## config.mk

```make
export PLATFORM = sky130hd
export DESIGN_NAME = imem_port_arb_flat
export DESIGN_NICKNAME = d
export VERILOG_FILES = /design/src/rtl/imem_port_arb_if.sv /design/src/rtl/imem_port_arb.sv /design/src/flat_wrapper.sv
export SDC_FILE = /design/constraint.sdc
export NUM_CORES = 1
export LEC_CHECK = 0
export CELL_PAD_IN_SITES_DETAIL_PLACEMENT = 0
export CELL_PAD_IN_SITES_GLOBAL_PLACEMENT = 1
export CORE_MARGIN = 3
export CORE_UTILIZATION = 36
export DETAILED_ROUTE_END_ITERATION = 10
export PLACE_DENSITY_LB_ADDON = 0.1
export SYNTH_ARGS = -nofsm -noshare
export SYNTH_HDL_FRONTEND = slang
export SYNTH_SLANG_ARGS = --single-unit
```

## constraint.sdc

```tcl
create_clock -name clk -period 4.7 [get_ports clk]
set_clock_uncertainty 0.15 [all_clocks]
set_input_delay 0.47 -clock clk [delete_from_list [all_inputs] [get_ports clk]]
set_output_delay 0.47 -clock clk [all_outputs]
set_load 0.005 [all_outputs]
```

## src/rtl/imem_port_arb_if.sv

```systemverilog
// Bus bundle for the instruction-memory arbiter: fetch port, loader/debug port
// and the single-byte memory array port. Bit 0 is the most significant bit.
interface imem_port_arb_if;
  logic        f_req;
  logic [0:31] f_addr;
  logic        f_gnt;
  logic        f_valid;
  logic [0:31] f_data;
  logic        f_err;

  logic        l_req;
  logic        l_we;
  logic [0:31] l_addr;
  logic [0:31] l_wdata;
  logic        l_gnt;
  logic        l_valid;
  logic [0:31] l_rdata;
  logic        l_err;

  logic [0:31] m_addr;
  logic        m_we;
  logic [0:7]  m_wdata;
  logic [0:7]  m_rdata;

  modport slave (
    input  f_req, f_addr, l_req, l_we, l_addr, l_wdata, m_rdata,
    output f_gnt, f_valid, f_data, f_err,
    output l_gnt, l_valid, l_rdata, l_err,
    output m_addr, m_we, m_wdata
  );

  modport master (
    output f_req, f_addr, l_req, l_we, l_addr, l_wdata, m_rdata,
    input  f_gnt, f_valid, f_data, f_err,
    input  l_gnt, l_valid, l_rdata, l_err,
    input  m_addr, m_we, m_wdata
  );
endinterface

```

## src/rtl/imem_port_arb.sv

```systemverilog
// Round-robin arbiter between fetch and loader ports for a byte-wide instruction
// memory; moves big-endian 32-bit words as four byte cycles with range/alignment faults.
module imem_port_arb #(
  parameter int unsigned SIZE   = 4096,
  parameter logic [31:0] OFFSET = 32'h0
) (
  input logic            clk,
  input logic            rst_n,
  imem_port_arb_if.slave bus
);
  typedef enum logic [1:0] {IDLE, XFER, RESP} state_t;

  localparam logic        OWN_F   = 1'b0;
  localparam logic        OWN_L   = 1'b1;
  localparam logic [31:0] LAST_OK = 32'(SIZE - 4);

  function automatic logic [0:7] get_byte(input logic [0:31] w, input logic [1:0] k);
    case (k)
      2'd0:    get_byte = w[0:7];
      2'd1:    get_byte = w[8:15];
      2'd2:    get_byte = w[16:23];
      default: get_byte = w[24:31];
    endcase
  endfunction

  function automatic logic [0:31] put_byte(input logic [0:31] w, input logic [1:0] k,
                                           input logic [0:7] b);
    put_byte = w;
    case (k)
      2'd0:    put_byte[0:7]   = b;
      2'd1:    put_byte[8:15]  = b;
      2'd2:    put_byte[16:23] = b;
      default: put_byte[24:31] = b;
    endcase
  endfunction

  state_t      state_q, state_d;
  logic [1:0]  k_q;
  logic        last_q, owner_q, we_q;
  logic [31:0] phys_q;
  logic [0:31] wdata_q, buf_q, rd_word;
  logic [0:31] f_data_q, l_rdata_q;
  logic        f_err_q, l_err_q;
  logic        f_win, l_win, gnt_any, sel_fault;
  logic [0:31] sel_addr;
  logic [31:0] sel_phys;

  // Grants are suppressed while reset is asserted so no request is lost to it.
  assign f_win   = rst_n && (state_q == IDLE) && bus.f_req && (!bus.l_req || last_q == OWN_L);
  assign l_win   = rst_n && (state_q == IDLE) && bus.l_req && (!bus.f_req || last_q == OWN_F);
  assign gnt_any = f_win | l_win;

  // Wrap-around of the subtraction makes addresses below OFFSET fail the range test.
  assign sel_addr  = l_win ? bus.l_addr : bus.f_addr;
  assign sel_phys  = sel_addr - OFFSET;
  assign sel_fault = (sel_addr[30:31] != 2'b00) || (sel_phys > LAST_OK);
  assign rd_word   = put_byte(buf_q, k_q, bus.m_rdata);

  always_ff @(posedge clk or negedge rst_n) begin
    if (!rst_n) state_q <= IDLE;
    else        state_q <= state_d;
  end

  always_comb begin
    state_d = state_q;
    case (state_q)
      IDLE:    if (gnt_any) state_d = sel_fault ? RESP : XFER;
      XFER:    if (k_q == 2'd3) state_d = RESP;
      RESP:    state_d = IDLE;
      default: state_d = IDLE;
    endcase
  end

  always_ff @(posedge clk or negedge rst_n) begin
    if (!rst_n) begin
      k_q       <= 2'd0;
      last_q    <= OWN_L;
      owner_q   <= OWN_F;
      we_q      <= 1'b0;
      f_data_q  <= '0;
      f_err_q   <= 1'b0;
      l_rdata_q <= '0;
      l_err_q   <= 1'b0;
    end else if (gnt_any) begin
      k_q     <= 2'd0;
      last_q  <= l_win;
      owner_q <= l_win;
      we_q    <= l_win & bus.l_we;
      if (sel_fault) begin
        if (l_win) begin
          l_rdata_q <= '0;
          l_err_q   <= 1'b1;
        end else begin
          f_data_q <= '0;
          f_err_q  <= 1'b1;
        end
      end
    end else if (state_q == XFER) begin
      k_q <= k_q + 2'd1;
      if (k_q == 2'd3) begin
        if (owner_q == OWN_L) begin
          l_rdata_q <= we_q ? '0 : rd_word;
          l_err_q   <= 1'b0;
        end else begin
          f_data_q <= rd_word;
          f_err_q  <= 1'b0;
        end
      end
    end
  end

  always_ff @(posedge clk) begin
    if (gnt_any) begin
      phys_q  <= sel_phys;
      wdata_q <= bus.l_wdata;
      buf_q   <= '0;
    end else if (state_q == XFER) begin
      buf_q <= rd_word;
    end
  end

  always_comb begin
    bus.f_gnt   = f_win;
    bus.l_gnt   = l_win;
    bus.f_valid = (state_q == RESP) && (owner_q == OWN_F);
    bus.l_valid = (state_q == RESP) && (owner_q == OWN_L);
    bus.f_data  = f_data_q;
    bus.f_err   = f_err_q;
    bus.l_rdata = l_rdata_q;
    bus.l_err   = l_err_q;
    bus.m_addr  = '0;
    bus.m_we    = 1'b0;
    bus.m_wdata = '0;
    if (state_q == XFER) begin
      bus.m_addr = phys_q + 32'(k_q);
      bus.m_we   = we_q;
      if (we_q) bus.m_wdata = get_byte(wdata_q, k_q);
    end
  end
endmodule

```

## src/flat_wrapper.sv

```systemverilog
// flat-port wrapper written by rule: the top's interface ports become plain ports
module imem_port_arb_flat 
#(
  parameter int unsigned SIZE   = 4096,
  parameter logic [31:0] OFFSET = 32'h0
)
  (clk, rst_n, bus_f_req, bus_f_addr, bus_l_req, bus_l_we, bus_l_addr, bus_l_wdata, bus_m_rdata, bus_f_gnt, bus_f_valid, bus_f_data, bus_f_err, bus_l_gnt, bus_l_valid, bus_l_rdata, bus_l_err, bus_m_addr, bus_m_we, bus_m_wdata);
  imem_port_arb_if bus_i ();
  input logic clk;
  input logic rst_n;
  input wire logic [$bits(bus_i.f_req)-1:0] bus_f_req;
  input wire logic [$bits(bus_i.f_addr)-1:0] bus_f_addr;
  input wire logic [$bits(bus_i.l_req)-1:0] bus_l_req;
  input wire logic [$bits(bus_i.l_we)-1:0] bus_l_we;
  input wire logic [$bits(bus_i.l_addr)-1:0] bus_l_addr;
  input wire logic [$bits(bus_i.l_wdata)-1:0] bus_l_wdata;
  input wire logic [$bits(bus_i.m_rdata)-1:0] bus_m_rdata;
  output wire logic [$bits(bus_i.f_gnt)-1:0] bus_f_gnt;
  output wire logic [$bits(bus_i.f_valid)-1:0] bus_f_valid;
  output wire logic [$bits(bus_i.f_data)-1:0] bus_f_data;
  output wire logic [$bits(bus_i.f_err)-1:0] bus_f_err;
  output wire logic [$bits(bus_i.l_gnt)-1:0] bus_l_gnt;
  output wire logic [$bits(bus_i.l_valid)-1:0] bus_l_valid;
  output wire logic [$bits(bus_i.l_rdata)-1:0] bus_l_rdata;
  output wire logic [$bits(bus_i.l_err)-1:0] bus_l_err;
  output wire logic [$bits(bus_i.m_addr)-1:0] bus_m_addr;
  output wire logic [$bits(bus_i.m_we)-1:0] bus_m_we;
  output wire logic [$bits(bus_i.m_wdata)-1:0] bus_m_wdata;
  assign bus_i.f_req = bus_f_req;
  assign bus_i.f_addr = bus_f_addr;
  assign bus_i.l_req = bus_l_req;
  assign bus_i.l_we = bus_l_we;
  assign bus_i.l_addr = bus_l_addr;
  assign bus_i.l_wdata = bus_l_wdata;
  assign bus_i.m_rdata = bus_m_rdata;
  assign bus_f_gnt = bus_i.f_gnt;
  assign bus_f_valid = bus_i.f_valid;
  assign bus_f_data = bus_i.f_data;
  assign bus_f_err = bus_i.f_err;
  assign bus_l_gnt = bus_i.l_gnt;
  assign bus_l_valid = bus_i.l_valid;
  assign bus_l_rdata = bus_i.l_rdata;
  assign bus_l_err = bus_i.l_err;
  assign bus_m_addr = bus_i.m_addr;
  assign bus_m_we = bus_i.m_we;
  assign bus_m_wdata = bus_i.m_wdata;
  imem_port_arb #(.SIZE(SIZE), .OFFSET(OFFSET)) u_core (.clk(clk), .rst_n(rst_n), .bus(bus_i));
endmodule
```

# After elaboration in Yosys (flattened, before gate mapping)
# Cells that the tools add are included.
op_classes:
  n_addsub: 2
  order_cmp: 1
  n_eq_ne: 11
  n_mux: 41
  bitwise_logic: 4
  n_reduce_logical: 22
ops:
  columns: ["operator", "n"]
  rows:
  - ["2-to-1 mux 32 bit", 15]
  - ["2-to-1 mux 8 bit", 6]
  - ["adder 32 x 2 -> 32 bit", 1]
  - ["greater-than comparator 32 x 12 -> 1 bit (second input constant)", 1]
  - ["one-hot mux 8 bit (3 select lines)", 1]
  - ["2-to-1 mux 1 bit", 13]
  - ["2-to-1 mux 2 bit", 5]
  - ["AND reduction 5 bit", 2]
  - ["nonzero test 2 bit", 4]
  - ["logical AND 1 bit", 7]
  - ["== test 2 bit (second input constant)", 3]
  - ["!= test 2 x 1 -> 1 bit (second input constant)", 3]
  - ["!= test 2 bit (second input constant)", 3]
  - ["== test 2 x 1 -> 1 bit (second input constant)", 2]
  - ["logical NOT 2 bit", 2]
  - ["one-hot mux 2 bit (2 select lines)", 1]
  - ["logical OR 1 bit", 3]
  - ["OR reduction 3 bit", 1]
  - ["adder 2 x 1 -> 2 bit (second input constant)", 1]
  - ["logical NOT 1 bit", 2]
  - ["NOT 1 bit", 2]
  - ["AND reduction 2 bit", 1]
  - ["AND 1 bit", 1]
  - ["bitwise OR 1 bit", 1]
word_totals:
  ff_bits: 169
  inputBits: 109
  out_inout_bits: 111
  elab_cells: 93

# Logic depth before layout (Yosys ltp)
# Gate-level depths: netlist of the first run.
depth:
  ltp_word: 10
  depth_mapped: 9
  mapped_depth_nobuf: 7

# Worst setup path after synthesis of the first run
# OpenSTA, ideal clock, no wires.
synth_path:
  path_kind: "input-to-reg"
  start: "input port rst_n"
  end: "register u_core.phys_q[0], enable pin"
  setup_time_ns: 0.453
  t_arrival_ns: 3.073
  t_required_ns: 4.097
  path_slack_ns: 1.023
  cell_stages: 4
  n_path_buf: 1
  path_cell_list: "nor3b_2 o21ai_0 clkinv_1 clkbuf_1"
synth_between:
  elab_chain_cells: 4
  word_cells_on_any_way: 6
  classes_between: "bitwise: 1; reduce/logical: 5"
synth_lines:
  columns: ["item", "line", "source"]
  rows:
  - ["from (decl)", "flat_wrapper.sv:10", "input logic rst_n;"]
  - ["logical AND 1 bit *", "imem_port_arb.sv:49, imem_port_arb.sv:50", null]
  - ["logical AND 1 bit, on equally long branches (2 in series)", "imem_port_arb.sv:49, imem_port_arb.sv:50", null]
  - ["bitwise OR 1 bit *", "imem_port_arb.sv:51", "assign gnt_any = f_win | l_win;"]
  - ["via u_core.gnt_any", "imem_port_arb.sv:44", "logic f_win, l_win, gnt_any, sel_fault;"]
  - ["to (signal assigned)", "imem_port_arb.sv:114", "phys_q <= sel_phys;"]
  - ["to (decl)", "imem_port_arb.sv:40", "logic [31:0] phys_q;"]
# The timed path passes the listed nets; every way through them passes the cells marked *.
# A chain may end at the register's enable or synchronous reset.

# Worst setup path after layout of the first run
layout_path:
  start: "register u_core.k_q[0]"
  end: "output port bus_m_addr[28]"
layout_between:
  elab_chain_cells: 2
layout_lines:
  columns: ["item", "line", "source"]
  rows:
  - ["from (decl)", "imem_port_arb.sv:38", "logic [1:0] k_q;"]
  - ["from (signal assigned)", "imem_port_arb.sv:99", "k_q <= k_q + 2'd1;"]
  - ["adder 32 x 2 -> 32 bit", "imem_port_arb.sv:135", "bus.m_addr = phys_q + 32'(k_q);"]
  - ["2-to-1 mux 32 bit", "imem_port_arb.sv:134", "if (state_q == XFER) begin"]
  - ["to (decl)", "flat_wrapper.sv:26", "output wire logic [$bits(bus_i.m_addr)-1:0] bus_m_addr;"]
# Every way passes these cells.

==> results of run 1 <==
==> cell type report <==
type / count / area, sq um
fillers: 1846 / 9900
flip-flops and latches: 169 / 4390
multi-input cells: 535 / 3040
repair buffers: 232 / 2300
clock buffers: 19 / 458
well taps: 270 / 338
clock inverters: 13 / 175
inverters: 7 / 27.5
==> power by group through the flow <==
stage	logic [uW]	clock network, uW	registers, uW
6_report	284	1510	1620
5_1_grt	315	1590	1630
3_5_place_dp	286	0	1650
2_1_floorplan	124	0	1650
4_1_cts	288	1540	1620
3_3_place_gp	282	0	1650
==> registers in the layout (all words and copies together) (netlist names), 2 cells and up <==
register	flops
u_core.bus.l_rdata	32
u_core.bus.f_data	32
u_core.state_q	2
u_core.buf_q	32
u_core.wdata_q	32
u_core.phys_q	32
u_core.k_q	2
==> tightest hold or removal path: stages (launching register included) <==
cell and delay, ns:
dfxtp_1 0.31, nand2_1 0.05, a21oi_1 0.05
==> routing by layer <==
layer	up-vias	GRT usage (%)	wire length (um)
met4	0	5.05	303
met3	18	4.78	1210
met5	-	0	0
met2	187	29.7	10400
met1	3048	26.0	9950
li1	3082	-	-
==> cell families after synthesis <==
kind of cell / count (synthesis) / synth area share [%]
flops: 169 / 57.1
fa+ha+maj: 7 / 1.24
simple gates: 341 / 19.2
compound gates: 125 / 11.2
buf+inv: 65 / 3.61
mux: 32 / 4.17
xor+xnor: 30 / 3.42
==> per-stage QoR <==
step / std cells / utilization, % / instance area [sq um]
3_3_place_gp: 1212 / 48.9 / 10100
6_report: 1245 / 52.0 / 10700
5_1_grt: 1245 / 52.0 / 10700
2_1_floorplan: 769 / - / 7680
4_1_cts: 1245 / 52.0 / 10700
3_5_place_dp: 1212 / 48.9 / 10100
==> synth_stat cells (all sizes together) (2+ instances only) <==
| cell | number |
|---|---|
| a21o | 4 |
| a21oi | 43 |
| a222oi | 8 |
| and2 | 6 |
| and3 | 3 |
| and4 | 5 |
| buf | 28 |
| clkbuf | 30 |
| dfrtp | 72 |
| dfxtp | 32 |
| edfxtp | 64 |
| ha | 6 |
| inv | 6 |
| mux2i | 32 |
| nand2 | 202 |
| nand2b | 4 |
| nand3 | 39 |
| nand4 | 11 |
| nor2 | 52 |
| nor3 | 2 |
| nor3b | 2 |
| nor4 | 10 |
| o21ai | 9 |
| o22ai | 25 |
| o2bb2ai | 32 |
| xnor2 | 5 |
| xor2 | 25 |
==> worst paths after layout <==
check | startpoint | to | slack (ns) | depth (start not counted)
worst max-delay path | u_core.k_q[0]$_DFFE_PN0P_ | bus_m_addr[28] | 1.02 | 8
worst min-delay path | u_core.buf_q[13]$_SDFFE_PN0P_ | u_core.buf_q[13]$_SDFFE_PN0P_ | 0.30 | 2
worst max register to register | u_core.state_q[0]$_DFFE_PN0P_ | u_core.bus.l_rdata[9]$_DFFE_PN0P_ | 1.92 | 5
worst min register to register | u_core.buf_q[13]$_SDFFE_PN0P_ | u_core.buf_q[13]$_SDFFE_PN0P_ | 0.30 | 2
max in group asynchronous | rst_n | u_core.bus.l_rdata[26]$_DFFE_PN0P_ | 3.13 | 3
min in group asynchronous | rst_n | u_core.bus.l_rdata[20]$_DFFE_PN0P_ | 0.36 | 2
==> flow_summary.yaml, run 1 <==
synthesis:
  number_of_register_bits_inferred_by_synthesis: 169
  synth_enable_flop_cells: 64
  yosys.cell_types.count: 45
  mappedNetlistArea_sq_um: 7680
  syn_inst: 769
  syn_avg_cell_area_sq_um: 9.99
  synth-async-reset-ratio_pct: 43.2
  synth_fp_nets: 885
  post_synth_main_area_contributors: "edfxtp_1 25%, dfrtp_1 23%, nand2_1 9.9%, dfxtp_1 8.3%, mux2i_1 4.2%"
  netlist.top_cell.by_area: "edfxtp_1"
  synth_top_area_share_pct: 25.0
  yosysWarnings: 0
  synth-seq-area-share_pct: 57.1
  synthFlopType: "dfrtp_1"
place:
  place.gp.congestion: 0.826
  place_ws_ns: 1.28
  dp_hpwl_um: 15800
  buffer_ports.inserted: 219
layout:
  num_antenna_cells: 0
  mostFrequentLayoutCell: "clkdlybuf4s50_1"
  area_growth_syn_to_layout_pct: 39.6
  layout_common_cells: "218 x clkdlybuf4s50_1, 202 x nand2_1, 72 x dfrtp_1"
  fraction_of_layout_cells_with_a_size_suffix_above_1_pct: 5.54
  number_of_nets_at_the_end_of_the_flow: 1078
power:
  pwr-share-clk_pct: 44.1
  combinational_power_share_pct: 8.3
  power_switching_share_pct: 23.3
  seq_power_share_pct: 47.6
  total_leakage_power_uw: 0.00407
  vdd_drop_max_mv: 0.259
  internal_power_uw: 2620
  power_uw: 3410
  p_per_area_nw_per_um2: 318
  switching_power_uw: 796
clock_network:
  worst_setup_hold_path_clk_slew_ns: 0.07
  cts_hold_repair.buffers: 1
  tritoncts: "done"
  tritoncts.num_buffers: 17
  root_buffer: "clkbuf_16"
  clk-insertion-delay-late_ns: 0.42
  post-cts-setup-buffer-count: 0
  cts_max_path_buffers: 2
  cts.sink_count: 169
  ctsHtreeMaxLevel: 4
  post_cts_resized: 0
floorplan:
  floorplan.die.width_um: 152
  floorplan.initialDensity_pct: 37.3
  ios: 220
  chipHeight_um: 152
  std_cell_rows: 52
  core_area_sq_um: 20600
  fp.dieArea_sq_um: 23100
critical_path:
  crit_path_frequent_cell: "nand4_1"
  critPathRequiredTime_ns: 4.08
  cp.buffers_inverters: 1
  cp_slowest_cell: "nor3_2"
  startpoint_to_endpoint_class_of_the_critical_path: "register to primary output"
  timing.critical_path.cells: "ha_1 -> fa_1 -> nand4_1 -> nor3_2 -> nand4_1 -> xor2_1 -> nor2_1 -> clkdlybuf4s50_1"
  critical_path.max_stage_delay_ns: 0.61
  crit_path_start_kind: "register"
  crit_path_max_fanout: 10
  timing.critical_path.arrival_ns: 3.06
  cpLargestDelayFamily: "simple AND/OR/NAND/NOR gates"
  critical_path.endpoint_type: "primary output"
drt:
  detail_route.vias_per_cell: 5.09
  antenna_violating_nets_post_route: 0
  drt_pre_antenna_iters: 5
  drt_iter0_markers: 318
  post-route-drc-count: 0
  routed-via-count: 6335
  detail_route.wirelength_um: 21800
  drt-wirelength-per-cell_um: 17.5
sta:
  min_period_ns: 3.68
  final-setup-viol-count: 0
  max-slew-margin-rel_pct: 18.7
  report.final.hold_viol_count: 0
  fmax_ghz: 0.272
  worst_hold_slack_ns: 0.304
  maxSlewViolCount: 0
  worst_slew_pin_slew_ns: 1.22
  post-route-worst-setup-slack_ns: 1.02
  min_period_over_period_pct: 78.2
  tns_ns: 0
  unrepaired_setup_endpoints_after_global_routing: "false"
grt:
  vias_in_the_first_global_route: 6462
  global_route.usage.total_pct: 18.8
  global_route.overflow_total: 0
  grt_first_pass_wirelength_um: 35200
  largest_net_degree_at_the_start_of_global_routing: 58
  number_of_antenna_violations_at_the_first_check_in_global_routing: 0
hold_path:
  hold_path.class: "register to register"
flow_run:
  max_cap_violations: 0
status:
  status: "completed"
Note: power is estimated with default switching activity, not from simulation.
==> run 2, diff against run 1 <==
- CORE_UTILIZATION: 36 -> 33
- clock period: 4.7 -> 3.1 ns (I/O delays scaled with it)
==> run 2 against run 1 <==
Highest routed layer unchanged. Critical path type unchanged. Hold slack worse by 0.018 ns. Global-route usage shrank 0.57 points. Critical endpoint is now bus_m_addr[29]. Critical path depth stayed put. Sequential cell count is the same. Largest cell class unchanged. Via count decreased by 0.98%. Utilization shrank 3.7 points.
==> flow_summary.yaml, run 2 (synthesis results as in run 1) <==
drt:
  detail_route.vias_per_cell: 4.79
  drt_iter0_markers: 423
  post-route-drc-count: 0
  routed-via-count: 6273
  drt-wirelength-per-cell_um: 17.5
  detail_route.wirelength_um: 22900
  antenna_violating_nets_post_route: 0
  drt_pre_antenna_iters: 5
place:
  place_ws_ns: 0.109
  place_area_sq_um: 10200
  place.gp.congestion: 0.797
  dp_hpwl_um: 16000
  buffer_ports.inserted: 219
  total_placed_cells_including_tap_cells: 1265
layout:
  fraction_of_layout_cells_with_a_size_suffix_above_1_pct: 8.23
  num-fill-cells: 2168
  multiInputGateArea_sq_um: 3060
  mostFrequentLayoutCell: "nand2_1"
  layout.cell_area.non_filler_sq_um: 11000
  number_of_nets_at_the_end_of_the_flow: 1099
  layout_common_cells: "202 x nand2_1, 198 x clkdlybuf4s50_1, 71 x dfrtp_1"
  final-seq-area_sq_um: 4390
  num_antenna_cells: 0
  area_growth_syn_to_layout_pct: 43.1
  finish.cell_count_without_fillers: 1309
clock_network:
  ctsHtreeMaxLevel: 4
  tritoncts.num_buffers: 17
  worst_setup_hold_path_clk_slew_ns: 0.07
  cts_max_path_buffers: 2
  clk-insertion-delay-late_ns: 0.42
  root_buffer: "clkbuf_16"
  cts.sink_count: 169
  tritoncts: "done"
power:
  total_leakage_power_uw: 0.00453
  seq_power_share_pct: 48.8
  vdd_drop_max_mv: 0.345
  switching_power_uw: 1250
  p_per_area_nw_per_um2: 459
  power_switching_share_pct: 24.8
  combinational_power_share_pct: 8.8
  internal_power_uw: 3790
  pwr-share-clk_pct: 42.4
floorplan:
  std_cell_rows: 55
  fp.dieArea_sq_um: 25200
  floorplan.initialDensity_pct: 33.7
  floorplan.die.width_um: 159
  core_area_sq_um: 22800
  chipHeight_um: 159
  ios: 220
critical_path:
  crit_path_max_fanout: 6
  critical_path.endpoint_type: "primary output"
  timing.critical_path.arrival_ns: 2.54
  startpoint_to_endpoint_class_of_the_critical_path: "register to primary output"
  critPathRequiredTime_ns: 2.64
  crit_path_start_kind: "register"
grt:
  global_route.usage.total_pct: 18.3
  vias_in_the_first_global_route: 6330
  largest_net_degree_at_the_start_of_global_routing: 68
  global_route.overflow_total: 0
  number_of_antenna_violations_at_the_first_check_in_global_routing: 0
  grt_first_pass_wirelength_um: 35400
sta:
  tns_ns: 0
  maxSlewViolCount: 0
  min_period_ns: 3.00
  post-route-worst-setup-slack_ns: 0.104
  fmax_ghz: 0.334
  final-setup-viol-count: 0
  max-slew-margin-rel_pct: 41.1
  report.final.hold_viol_count: 0
  worst_slew_pin_slew_ns: 0.884
  min_period_over_period_pct: 96.6
status:
  status: "completed"
hold_path:
  hold_path.class: "input pin to register"
flow_run:
  max_cap_violations: 0
[run 2: power by group through the flow]
stage,sequential [uW],combinational (uW),clock [uW]
6_report,2460,444,2140
3_5_place_dp,2510,445,0
3_3_place_gp,2500,447,0
2_1_floorplan,2490,189,0
5_1_grt,2470,492,2290
4_1_cts,2460,452,2200
[run 2: layer usage]
layer	global-route usage (%)	routed length, um	vias up	share of wire (%)
met2	29.4	11000	172	48
met5	0	0	-	0
met3	4.46	1300	20	5.7
li1	-	-	3129	-
met1	25.0	10400	2952	45
met4	4.26	259	0	1.1
[run 2: cell type report]
cell class	count	area share, %
clock buffer	18	3.99
inverter	7	0.250
tap	313	3.56
clock inverter	14	1.39
sequential	169	39.9
timing repair buffer	253	23.0
multi-input combinational	535	27.9
[run 2: worst paths after layout]
check	from	to	slack [ns]	depth (start not counted)
max	u_core.phys_q[1]$_DFFE_PN_	bus_m_addr[29]	0.10	8
min	bus_l_wdata[27]	u_core.wdata_q[4]$_DFFE_PN_	0.29	1
max reg2reg	u_core.k_q[1]$_DFFE_PN0P_	u_core.bus.l_rdata[10]$_DFFE_PN0P_	0.67	7
min reg2reg	u_core.buf_q[9]$_SDFFE_PN0P_	u_core.buf_q[9]$_SDFFE_PN0P_	0.30	2
max in group asynchronous	rst_n	u_core.bus.l_rdata[29]$_DFFE_PN0P_	1.51	4
min in group asynchronous	rst_n	u_core.bus.l_rdata[22]$_DFFE_PN0P_	0.34	3
[run 2: stage by stage]
| stage | util [%] | power (uW) | hold slack, ns |
|---|---|---|---|
| after floorplan | - | 2680 | -0.136 |
| after global placement | 44.9 | 2950 | 0.255 |
| after detailed placement | 44.9 | 2950 | 0.254 |
| after CTS | 47.9 | 5110 | 0.266 |
| after global routing | 48.3 | 5250 | 0.261 |
| final | 48.3 | 5040 | 0.286 |
[run 2: repair_timing]
| item | in CTS | in global routing |
|---|---|---|
| buffers inserted | 7 | 3 |
| pin swaps | 3 | 0 |
| hold endpoints to repair | 24 | 0 |
| endpoints found under the setup margin | 22 | 25 |
| resized for setup | 9 | 23 |
| hold buffers | 1 | 0 |
| cloned | 1 | 0 |
[run 2: worst max-delay path, stage by stage, from the launching register on]
cell	delay, ns
edfxtp_1	0.39
ha_1	0.30
a21o_1	0.15
nor4b_4	0.26
buf_6	0.17
nand3_1	0.09
xor2_1	0.15
nor2_1	0.08
clkdlybuf4s50_1	0.52
